`src/rtl/ru_fault_scheduler_if.sv`:
```
// Connects the BIST result collector and RU datapath to the fault scheduler.
// The collector side drives test results and requests; the scheduler side answers with the fault table and step index.
interface ru_fault_scheduler_if #(
  parameter int ROWS   = 4,
  parameter int COLS   = 4,
  parameter int NUM_RU = 4,
  parameter int K_LEN  = 4
);
  localparam int RW = (ROWS  > 1) ? $clog2(ROWS)  : 1;
  localparam int CW = (COLS  > 1) ? $clog2(COLS)  : 1;
  localparam int KW = (K_LEN > 1) ? $clog2(K_LEN) : 1;
  localparam int FW = $clog2(ROWS*COLS+1);

  logic [ROWS*COLS-1:0]  stw_result;
  logic                  scan_start;
  logic                  recompute_start;
  logic                  scan_busy;
  logic                  scan_done;
  logic [FW-1:0]         fault_count;
  logic                  overflow;
  logic [NUM_RU-1:0]     ru_valid;
  logic [NUM_RU*RW-1:0]  ru_row;
  logic [NUM_RU*CW-1:0]  ru_col;
  logic                  recompute_busy;
  logic                  step_valid;
  logic [KW-1:0]         ru_k;
  logic                  recompute_done;

  modport master (
    output stw_result, scan_start, recompute_start,
    input  scan_busy, scan_done, fault_count, overflow, ru_valid, ru_row, ru_col,
    input  recompute_busy, step_valid, ru_k, recompute_done
  );

  modport slave (
    input  stw_result, scan_start, recompute_start,
    output scan_busy, scan_done, fault_count, overflow, ru_valid, ru_row, ru_col,
    output recompute_busy, step_valid, ru_k, recompute_done
  );
endinterface

```
`src/rtl/ru_fault_scheduler.sv`:
```
// Scans the PE self-test matrix in row-major order, then assigns faulty PEs to recompute-unit slots.
// It then steps the shared reduction index for the lockstep recompute sequence.
module ru_fault_scheduler #(
  parameter int ROWS   = 4,
  parameter int COLS   = 4,
  parameter int NUM_RU = 4,
  parameter int K_LEN  = 4
) (
  input logic                clk,
  input logic                rst,
  ru_fault_scheduler_if.slave bus
);
  localparam int RW  = (ROWS  > 1) ? $clog2(ROWS)  : 1;
  localparam int CW  = (COLS  > 1) ? $clog2(COLS)  : 1;
  localparam int KW  = (K_LEN > 1) ? $clog2(K_LEN) : 1;
  localparam int NPE = ROWS * COLS;
  localparam int FW  = $clog2(NPE + 1);

  localparam logic [FW-1:0] P_LAST = FW'(NPE - 1);
  localparam logic [CW-1:0] C_LAST = CW'(COLS - 1);
  localparam logic [KW-1:0] K_LAST = KW'(K_LEN - 1);

  typedef enum logic [1:0] {IDLE, SCAN, READY, RECOMPUTE} state_t;

  state_t        state;
  logic [FW-1:0] p;
  logic [RW-1:0] r_q;
  logic [CW-1:0] c_q;

  logic           scan_req;
  logic           pe_faulty;
  logic           slot_free;
  logic [NPE-1:0] stw_shift;

  // Row/column are tracked as counters alongside p, so no divider is needed for p/COLS and p%COLS.
  always_comb begin
    scan_req  = bus.scan_start && (state == IDLE || state == READY);
    stw_shift = bus.stw_result >> p;
    pe_faulty = ~stw_shift[0];
    slot_free = 32'(bus.fault_count) < 32'(NUM_RU);
  end

  always_ff @(posedge clk or posedge rst) begin
    if (rst) begin
      state               <= IDLE;
      p                   <= '0;
      r_q                 <= '0;
      c_q                 <= '0;
      bus.scan_busy       <= 1'b0;
      bus.scan_done       <= 1'b0;
      bus.fault_count     <= '0;
      bus.overflow        <= 1'b0;
      bus.ru_valid        <= '0;
      bus.ru_row          <= '0;
      bus.ru_col          <= '0;
      bus.recompute_busy  <= 1'b0;
      bus.step_valid      <= 1'b0;
      bus.ru_k            <= '0;
      bus.recompute_done  <= 1'b0;
    end else begin
      bus.scan_done      <= 1'b0;
      bus.recompute_done <= 1'b0;
      if (scan_req) begin
        // Slot row/col are cleared too so that unassigned slots read as zero.
        state           <= SCAN;
        p               <= '0;
        r_q             <= '0;
        c_q             <= '0;
        bus.scan_busy   <= 1'b1;
        bus.fault_count <= '0;
        bus.overflow    <= 1'b0;
        bus.ru_valid    <= '0;
        bus.ru_row      <= '0;
        bus.ru_col      <= '0;
      end else begin
        case (state)
          IDLE: ;
          SCAN: begin
            if (pe_faulty) begin
              bus.fault_count <= bus.fault_count + FW'(1);
              if (slot_free) begin
                for (int unsigned n = 0; n < NUM_RU; n++) begin
                  if (32'(bus.fault_count) == n) begin
                    bus.ru_row[n*RW +: RW] <= r_q;
                    bus.ru_col[n*CW +: CW] <= c_q;
                    bus.ru_valid[n]        <= 1'b1;
                  end
                end
              end else begin
                bus.overflow <= 1'b1;
              end
            end
            if (c_q == C_LAST) begin
              c_q <= '0;
              r_q <= r_q + RW'(1);
            end else begin
              c_q <= c_q + CW'(1);
            end
            if (p == P_LAST) begin
              p             <= '0;
              bus.scan_busy <= 1'b0;
              bus.scan_done <= 1'b1;
              state         <= READY;
            end else begin
              p <= p + FW'(1);
            end
          end
          READY: begin
            if (bus.recompute_start) begin
              if (|bus.ru_valid) begin
                state              <= RECOMPUTE;
                bus.recompute_busy <= 1'b1;
                bus.step_valid     <= 1'b1;
                bus.ru_k           <= '0;
              end else begin
                bus.recompute_done <= 1'b1;
              end
            end
          end
          RECOMPUTE: begin
            if (bus.ru_k == K_LAST) begin
              bus.ru_k           <= '0;
              bus.step_valid     <= 1'b0;
              bus.recompute_busy <= 1'b0;
              bus.recompute_done <= 1'b1;
              state              <= READY;
            end else begin
              bus.ru_k <= bus.ru_k + KW'(1);
            end
          end
          default: state <= IDLE;
        endcase
      end
    end
  end
endmodule

```
`src/flat_wrapper.sv`:
```
// flat-port wrapper written by rule: the top's interface ports become plain ports
module ru_fault_scheduler_flat 
#(
  parameter int ROWS   = 4,
  parameter int COLS   = 4,
  parameter int NUM_RU = 4,
  parameter int K_LEN  = 4
)
  (clk, rst, bus_stw_result, bus_scan_start, bus_recompute_start, bus_scan_busy, bus_scan_done, bus_fault_count, bus_overflow, bus_ru_valid, bus_ru_row, bus_ru_col, bus_recompute_busy, bus_step_valid, bus_ru_k, bus_recompute_done);
  ru_fault_scheduler_if #(.ROWS(ROWS), .COLS(COLS), .NUM_RU(NUM_RU), .K_LEN(K_LEN)) bus_i ();
  input logic clk;
  input logic rst;
  input wire logic [$bits(bus_i.stw_result)-1:0] bus_stw_result;
  input wire logic [$bits(bus_i.scan_start)-1:0] bus_scan_start;
  input wire logic [$bits(bus_i.recompute_start)-1:0] bus_recompute_start;
  output wire logic [$bits(bus_i.scan_busy)-1:0] bus_scan_busy;
  output wire logic [$bits(bus_i.scan_done)-1:0] bus_scan_done;
  output wire logic [$bits(bus_i.fault_count)-1:0] bus_fault_count;
  output wire logic [$bits(bus_i.overflow)-1:0] bus_overflow;
  output wire logic [$bits(bus_i.ru_valid)-1:0] bus_ru_valid;
  output wire logic [$bits(bus_i.ru_row)-1:0] bus_ru_row;
  output wire logic [$bits(bus_i.ru_col)-1:0] bus_ru_col;
  output wire logic [$bits(bus_i.recompute_busy)-1:0] bus_recompute_busy;
  output wire logic [$bits(bus_i.step_valid)-1:0] bus_step_valid;
  output wire logic [$bits(bus_i.ru_k)-1:0] bus_ru_k;
  output wire logic [$bits(bus_i.recompute_done)-1:0] bus_recompute_done;
  assign bus_i.stw_result = bus_stw_result;
  assign bus_i.scan_start = bus_scan_start;
  assign bus_i.recompute_start = bus_recompute_start;
  assign bus_scan_busy = bus_i.scan_busy;
  assign bus_scan_done = bus_i.scan_done;
  assign bus_fault_count = bus_i.fault_count;
  assign bus_overflow = bus_i.overflow;
  assign bus_ru_valid = bus_i.ru_valid;
  assign bus_ru_row = bus_i.ru_row;
  assign bus_ru_col = bus_i.ru_col;
  assign bus_recompute_busy = bus_i.recompute_busy;
  assign bus_step_valid = bus_i.step_valid;
  assign bus_ru_k = bus_i.ru_k;
  assign bus_recompute_done = bus_i.recompute_done;
  ru_fault_scheduler #(.ROWS(ROWS), .COLS(COLS), .NUM_RU(NUM_RU), .K_LEN(K_LEN)) u_core (.clk(clk), .rst(rst), .bus(bus_i));
endmodule
```
`config.mk`:
```
export PLATFORM = sky130hd
export DESIGN_NAME = ru_fault_scheduler_flat
export DESIGN_NICKNAME = d
export VERILOG_FILES = /design/src/rtl/ru_fault_scheduler_if.sv /design/src/rtl/ru_fault_scheduler.sv /design/src/flat_wrapper.sv
export SDC_FILE = /design/constraint.sdc
export NUM_CORES = 1
export LEC_CHECK = 0
export BUFFER_PORTS_ARGS = -buffer_cell sky130_fd_sc_hd__buf_2
export CAP_MARGIN = 10
export CORE_AREA = 5 5 95 53
export CTS_CLUSTER_SIZE = 16
export DETAILED_ROUTE_END_ITERATION = 6
export DIE_AREA = 0 0 100 58
export PLACE_DENSITY = 0.77
export SLEW_MARGIN = 40
export SYNTH_ARGS = -nofsm -noshare
export SYNTH_HDL_FRONTEND = slang
export SYNTH_SLANG_ARGS = --single-unit
```
`constraint.sdc`:
```
create_clock -name clk -period 4.77 [get_ports clk]
set_clock_uncertainty 0.15 [all_clocks]
set_input_delay 0.477 -clock clk [delete_from_list [all_inputs] [get_ports clk]]
set_output_delay 0.477 -clock clk [all_outputs]
set_load 0.02 [all_outputs]
```
# Yosys cells after proc, flatten, opt, wreduce, memory -nomap -nowiden
# Index checks and enable logic that the tools add are counted.
[word_totals]
rom_bits = 0
n_memories = 0
reg_bits = 43
mem_bits_rw = 0
word_cells = 140
out_inout_bits = 33
latch_bits = 0
[classes]
n_mul = 0
n_bitwise = 1
muxes = 65
eq_ne = 18
reduce_logical = 26
add_sub_neg = 5
shifts = 1
magnitude_cmp = 1
n_div = 0
[ops]
columns = ["operator", "count"]
rows = [
  ["$mux W8", 8],
  ["$mux W2", 22],
  ["$mux W5", 6],
  ["$mux W1", 21],
  ["$reduce_and A4 Y1", 5],
  ["$reduce_bool A2 Y1", 9],
  ["$mux W4", 4],
  ["$shr A16 B5 Y1", 1],
  ["$add A5 B1 Y5 const B", 2],
  ["$eq A5 B2 Y1 const B", 2],
  ["$reduce_and A5 Y1", 2],
  ["$eq A2 B2 Y1 const B", 4],
  ["$add A2 B1 Y2 const B", 3],
  ["$ne A2 B1 Y1 const B", 3],
  ["$ne A3 B1 Y1 const B", 2],
  ["$ne A3 B2 Y1 const B", 2],
  ["$pmux W2 S3", 1],
  ["$reduce_and A2 Y1", 3],
  ["$eq A5 B1 Y1 const B", 1],
  ["$eq A5 B4 Y1 const B", 1],
  ["$logic_not A5 Y1", 1],
  ["$lt A5 B3 Y1 const B", 1],
  ["$ne A2 B2 Y1 const B", 2],
  ["$pmux W1 S2", 2],
  ["other kinds (9)", 9],
]

# Longest topological paths before layout
# Gate-level depths: netlist (run 1).
[logic_depth]
depth_word = 6
mapped_depth = 7
depth_no_buf = 6

# Worst setup path before layout (run 1)
# Ideal clock, no wire load.
[synth_path]
path_kind = "register -> register"
startpoint = "register u_core.p[0]"
endpoint = "register u_core.bus.fault_count[3]"
n_path_buf = 1
path_slack_ns = 2.550
stages_incl_launch_ff = 6
arrival_time_ns = 1.934
path_cell_list = "dfrtp_1 > buf_6 > mux4_2 > o2111a_2 > or4_4 > mux2i_1"
[synth_via]
elab_chain_cells = 3
[synth_lines]
columns = ["element", "line_no", "source"]
rows = [
  ["start, declared", "ru_fault_scheduler.sv:26", "logic [FW-1:0] p;"],
  ["start signal, assigned", "ru_fault_scheduler.sv:105", "p <= p + FW'(1);"],
  ["$shr A16 B5 Y1", "ru_fault_scheduler.sv:38", "stw_shift = bus.stw_result >> p;"],
  ["$ne A2 B1 Y1 (no source line)", "-", ""],
  ["$reduce_and A2 Y1 (no source line)", "-", ""],
  ["end signal, assigned", "ru_fault_scheduler.sv:80", "bus.fault_count <= bus.fault_count + FW'(1);"],
  ["end, declared", "ru_fault_scheduler_if.sv:37", "output scan_busy, scan_done, fault_count, overflow, ru_valid, ru_row, ru_col,"],
]
# No other way between the ends.
# A chain may end at the register's enable or synchronous reset.

# Worst setup path in the final report (run 1)
[layout_path]
startpoint = "register u_core.p[0]"
endpoint = "register u_core.bus.ru_row[2]"
[layout_via]
elab_chain_cells = 3
[layout_lines]
columns = ["element", "line_no", "source"]
rows = [
  ["$shr A16 B5 Y1", "ru_fault_scheduler.sv:38", ""],
  ["$ne A2 B1 Y1 (no source line)", "-", ""],
  ["$reduce_and A4 Y1 (no source line)", "-", ""],
  ["end signal, assigned by index", "ru_fault_scheduler.sv:84", "bus.ru_row[n*RW +: RW] <= r_q;"],
  ["end, declared", "ru_fault_scheduler_if.sv:37", ""],
]
# No other way between the ends.

==> summary.md, run 1 <==
| Metric | Value |
|---|---|
| Minimum clock period | `2650 ps` |
| Core Box Area | `4150 sq um` |
| Clk sinks | `43` |
| Max Cap Viol | `0` |
| Synth Area in Simple Gates | `17.6%` |
| Synthesis warning total | `0` |
| Synth area leaders | `dfrtp_1 50%, a32o_1 8.3%, mux2i_1 4.2%` |
| Hold WC Path Type | `input port to async pin` |
| CTS HTree Levels | `2` |
| # rows | `17` |
| TritonRoute pass-1 iters | `5` |
| GRT busiest layer | `met1` |
| Share of cells above drive strength 1 | `27.5%` |
| Req. time, crit path | `4850 ps` |
| Top Ports | `53` |
| Syn Inst Count | `199` |
| Post-synth EDFFs | `0` |
| Main combinational cell family by area after synthesis | `simple AND/OR/NAND/NOR gates` |
| Clock buffer depth | `2` |
| RSZ-0062 raised after global routing | `false` |
| Worst-path clk slew | `80 ps` |
| Finished Cell Area | `2540 sq um` |
| Slew HR | `53.2%` |
| Yosys top cell area share | `49.8%` |
| Met3 usage | `5.65%` |
| Post-Synth Adder-Cell Area | `4.05%` |
| Cts bufs inserted | `5` |
| Drt drc | `0` |
| Setup TNS | `0 ps` |
| Register bit total from synthesis | `43` |
| GPL Wtd Cong | `0.814` |
| Post-synthesis compound-gate area fraction | `16.4%` |
| Die Y | `58 um` |
| Syn_nets | `226` |
| Setup crit end kind | `flop` |
| N_diodes | `0` |
| Via density | `5.75` |
| Static leakage power | `1.26 nW` |
| Area Growth Syn to Fin | `17.7%` |
| Antenna Nets Post-Route | `0` |
| Antenna violations before repair | `0` |
| Largest net degree at the start of global routing | `44` |
| Placed cell area | `2440 sq um` |
| Die area | `5800 sq um` |
| Final setup fails | `0` |
| CTS tree | `yes` |
| Mux contribution to synthesized area | `6.77%` |
| Status | `completed` |
| Post-CTS Setup Bufs | `0` |
| Worst skew pair latency | `300 ps` |
| Sequential-to-total area share from yosys stat | `49.8%` |
| Slew Viols, Final | `0` |
| First-pass GRT wire length | `8380 um` |
| Crit Path Max Fanout | `18` |
| Met1 Use GR | `29.5%` |
| Drt initial violations | `143` |
| Initial core utilization | `52.1%` |
| Worst VDD drop | `310 uV` |
| Synth Area in XOR/XNOR | `1.22%` |
| Count leader, synth | `dfrtp_1` |
| Total GRT Usage | `18.3%` |
| Vias in the first global route | `1604` |
| Via count | `1749` |
| Global route overflow | `0` |
| CTS root buffer | `clkbuf_8` |
| DP HPWL | `3670 um` |
| Crit Path Class | `flop to flop` |
| Netlist Area Pre-Place | `2160 sq um` |
| Type of origin of the critical path | `flop` |
| Cts repair resizes | `0` |
| # hold bufs at CTS | `0` |
| Post-synth ARST share | `100%` |
| WL/cell | `16.6 um` |
| Final Hold Viols | `0` |
| Final period util | `55.5%` |
| Met2 GRT Util | `23.0%` |
| Least-Margin Pin Slew | `700 ps` |
| Worst EP arrival | `2730 ps` |
| Avg Cell Area, Syn | `10.9 sq um` |
| Routed WL | `5060 um` |
| Commonest cells post-synth | `43 x dfrtp_1, 18 x a32o_1, 16 x nor2_1, 12 x nand2_1, 9 x mux2i_1` |
| Post-synth top area cell | `dfrtp_1` |
| Post-synth cell types | `38` |
| Fin nets | `273` |
| Max Fclk | `378 MHz` |
| Width of the die | `100 um` |
| PD cells | `607 nW/um^2` |
| Number of port buffers | `52` |
| Most used DFF post-synth | `dfrtp_1` |
-- final timing paths --
kind	depth (start not counted)	slack [ps]	to	start
min reg2reg	1	340	u_core.bus.ru_col[3]	u_core.bus.ru_col[3]
min in group clk	1	340	u_core.bus.ru_col[3]	u_core.bus.ru_col[3]
max reg2reg	4	2120	u_core.bus.ru_row[2]	u_core.p[0]
max in group asynchronous	3	3930	u_core.bus.recompute_done	rst
max	4	2120	u_core.bus.ru_row[2]	u_core.p[0]
min	3	160	u_core.bus.fault_count[4]	rst
-- per-stage QoR --
stage,hold WS (ps),utilization (%),setup WS [ps],total power [mW],instances
3_5_place_dp,326,58.9,2130,1.30,296
4_1_cts,180,61.3,2100,1.55,304
5_1_grt,211,61.3,1910,1.66,304
3_3_place_gp,325,58.9,2170,1.28,296
2_1_floorplan,317,-,2550,1.10,199
6_report,158,61.3,2120,1.55,304
-- kinds of logic after synthesis --
family / count (synthesis)
and+or+nand+nor: 70
AOI/OAI and AO/OA: 44
DFF: 43
buffers and inverters: 20
muxes: 12
adders and majority gates: 7
xor gates and xnor gates: 3
-- critical path, stage by stage, from the launching register on --
cell and delay, ps:
dfrtp_1 640, mux4_2 590, o2111a_2 330, nor3_4 600, a32o_1 270
-- metal layers --
layer	vias up	share of wire, %
met4	0	0.65
li1	833	-
met1	849	51
met3	7	8.1
met2	60	40
met5	-	0
-- final cells by class --
type	instances	area, sq um
multi-input combinational	136	995
tap	57	71.3
inverter	5	18.8
clock buffer	8	100
timing repair buffer	55	283
sequential	43	1080
fill	371	1600
-- where the power goes --
| group | internal, mW | switching (mW) |
|---|---|---|
| combinational | 0.264 | 0.452 |
| clock | 0.132 | 0.121 |
| sequential | 0.469 | 0.106 |
-- flip-flops by register name, summed over array words and instances, names as in the netlist, 2 cells and up --
register                count
u_core.c_q                  2
u_core.p                    5
u_core.state                2
u_core.bus.ru_k             2
u_core.bus.ru_valid         4
u_core.r_q                  2
u_core.bus.fault_count      5
u_core.bus.ru_row           8
u_core.bus.ru_col           8
-- placed cells by master (no fill, tap or decap), drive strengths merged, types with 3 or more instances in the layout --
cell type,n
a32o,18
a41oi,4
dfrtp,43
nand2,12
nand4,4
clkbuf,8
nand3,6
and2,8
mux2i,9
nor3,6
nor2,16
xor2,3
ha,7
a21oi,8
o21ai,6
nor2b,3
or3,5
buf,55
inv,5
Note: power is estimated with default switching activity, not from simulation.
==> inputs of run 2 (changes only) <==
- CORE_AREA: 5 5 95 53 -> 5 5 97 54
- DIE_AREA: 0 0 100 58 -> 0 0 102 59
- PLACE_DENSITY: 0.77 -> 0.74
- clock period: 4.77 -> 2.6 ns (I/O delays scaled with it)
==> run 2 against run 1 <==
  * Non-clock buffer count up 6
  * Final area up 2.9%
  * First-iteration DRC count up 25%
  * Clock-buffer cell count down 3
  * Sequential power up 81%
  * Register-to-register slack worse by 1900 ps
  * Core utilization up 0.48 points
  * Maximum frequency up 11%
  * Sequential share of layout area down 1.2 points
  * Global-route usage up 0.31 points
  * Largest cell class unchanged
==> summary.md, run 2 (same netlist as run 1, synthesis figures left out) <==
| Metric | Value |
|---|---|
| Number of fill cells | `362 (was 371)` |
| TritonRoute pass-1 iters | `4 (was 5)` |
| CTS HTree Levels | `2 (unchanged)` |
| CTS tree | `yes (unchanged)` |
| Post-Layout Cell Count | `310 (was 304)` |
| Setup TNS | `0 ps (unchanged)` |
| Largest net degree at the start of global routing | `44 (unchanged)` |
| Worst VDD drop | `645 uV (was 310 uV)` |
| Area Growth Syn to Fin | `21.1% (was 17.7%)` |
| CP delay by family, top | `compound AO/OA/AOI/OAI gates (was flip-flops)` |
| Worst EP arrival | `2430 ps (was 2730 ps)` |
| Final Hold Viols | `0 (unchanged)` |
| Fin nets | `279 (was 273)` |
| DP Cell Count | `301 (was 296)` |
| Worst skew pair latency | `300 ps (about the same)` |
| Clk sinks | `43 (unchanged)` |
| Width of the die | `102 um (was 100 um)` |
| Die area | `6020 sq um (was 5800 sq um)` |
| DP HPWL | `4000 um (was 3670 um)` |
| Final setup fails | `0 (unchanged)` |
| Initial core utilization | `51.0% (was 52.1%)` |
| Worst-path clk slew | `90 ps (was 80 ps)` |
| Final period util | `91.8% (was 55.5%)` |
| Vias in the first global route | `1692 (was 1604)` |
| Commonest non-fill, non-tap cell in the layout | `buf_2 (unchanged)` |
| PD cells | `1140 nW/um^2 (was 607 nW/um^2)` |
| Total GRT Usage | `18.6% (was 18.3%)` |
| First-pass GRT wire length | `8570 um (was 8380 um)` |
| Max Cap Viol | `0 (unchanged)` |
| # rows | `17 (unchanged)` |
| Via count | `1821 (was 1749)` |
| Minimum clock period | `2390 ps (was 2650 ps)` |
| Cts bufs inserted | `5 (unchanged)` |
| Drt drc | `0 (unchanged)` |
| Top Ports | `53 (unchanged)` |
| Routed WL | `5390 um (was 5060 um)` |
| WL/cell | `17.4 um (was 16.6 um)` |
| Commonest cells after routing, fill and taps aside | `52 x buf_2, 43 x dfrtp_1, 18 x a32o_1 (unchanged)` |
| Req. time, crit path | `2640 ps (was 4850 ps)` |
| Static leakage power | `1.30 nW (was 1.26 nW)` |
| Finished Cell Area | `2620 sq um (was 2540 sq um)` |
| Antenna violations before repair | `0 (unchanged)` |
| Global route overflow | `0 (unchanged)` |
| Largest stage delay on the critical path | `560 ps (was 640 ps)` |
| N_diodes | `0 (unchanged)` |
| Crit path buffers/inverters | `0 (unchanged)` |
| Drt initial violations | `179 (was 143)` |
| Via density | `5.87 (was 5.75)` |
| Slowest-stage cell, CP | `mux4_2 (was dfrtp_1)` |
| Status | `completed (unchanged)` |
| Clock buffer depth | `2 (unchanged)` |
| Number of port buffers | `52 (unchanged)` |
| Core Box Area | `4230 sq um (was 4150 sq um)` |
| Setup crit end kind | `flop (unchanged)` |
| Max Fclk | `419 MHz (was 378 MHz)` |
| Crit Path Max Fanout | `7 (was 18)` |
| Share of cells above drive strength 1 | `29.2% (was 27.5%)` |
| Slew Viols, Final | `0 (unchanged)` |
| Die Y | `59 um (was 58 um)` |
| CTS root buffer | `clkbuf_8 (unchanged)` |
| Placed cell area | `2490 sq um (was 2440 sq um)` |
| Least-Margin Pin Slew | `537 ps (was 700 ps)` |
| RSZ-0062 raised after global routing | `false (unchanged)` |
| Type of origin of the critical path | `flop (unchanged)` |
| Crit Path Class | `flop to flop (unchanged)` |
| Slew HR | `64.2% (was 53.2%)` |
| Cts repair resizes | `0 (unchanged)` |
| Antenna Nets Post-Route | `0 (unchanged)` |
| CP Cell Sequence | `mux4_2, o2111a_1, or3_1, a32o_1 (was mux4_2, o2111a_2, nor3_4, a32o_1)` |
| Hold WC Path Type | `input port to flop (was input port to async pin)` |
| Largest regs | `u_core.bus.ru_col: 8 flops, u_core.bus.ru_row: 8 flops (unchanged)` |
| GPL Wtd Cong | `0.847 (was 0.814)` |
run 2: routing by layer:
metal	vias to the layer above	GRT usage (%)	share of wire (%)
li1	848	-	-
met1	888	29.8	48
met2	76	24.6	41
met3	9	4.94	10
met4	0	4.49	1.0
met5	-	0	0
run 2: path summary, 6_finish.rpt:
check                                     start                        end  slack, ps  cells past startpoint
hold / removal                   bus_scan_start  u_core.bus.recompute_done        170                      4
hold reg to reg            u_core.bus.ru_col[5]       u_core.bus.ru_col[5]        350                      1
setup / recovery                    u_core.p[0]       u_core.bus.ru_col[1]        210                      4
setup reg to reg                    u_core.p[0]       u_core.bus.ru_col[1]        210                      4
min in group asynchronous                   rst  u_core.bus.fault_count[2]        480                      4
max in group asynchronous                   rst       u_core.bus.ru_col[3]       1440                      4
run 2: cell type report:
| cell class | instances | area, sq um | share of cell area (%) |
|---|---|---|---|
| clock buffer | 5 | 68.8 | 2.63 |
| clock inverter | 3 | 43.8 | 1.67 |
| inverter | 5 | 18.8 | 0.717 |
| multi-input combinational | 136 | 995 | 38.0 |
| sequential | 43 | 1080 | 41.1 |
| tap | 57 | 71.3 | 2.73 |
| timing repair buffer | 61 | 343 | 13.1 |
run 2: timing repair:
action,4_1_cts,5_1_grt
buffers inserted,0,0
endpoints found under the hold margin,43,0
hold buffers,1,0
run 2: stage by stage:
| stage | worst slack (ps) | power, mW | hold slack [ps] | utilization [%] |
|---|---|---|---|---|
| 2_1_floorplan | 380 | 2.02 | 317 | - |
| 3_3_place_gp | 283 | 2.44 | 271 | 58.9 |
| 3_5_place_dp | 246 | 2.47 | 279 | 58.9 |
| 4_1_cts | 232 | 3.00 | 175 | 61.8 |
| 5_1_grt | 168 | 3.19 | 214 | 61.8 |
| 6_report | 213 | 2.99 | 171 | 61.8 |
run 2: power breakdown:
group | switching, mW | internal (mW)
Clock | 0.242 | 0.286
Sequential | 0.176 | 0.862
Combinational | 0.879 | 0.551
run 2: worst register-to-register path, delay by kind of cell (launching register included):
kind,cells,cell delay (ps)
compound gates,2,610
flops,1,490
mux,1,560
simple gates,1,480
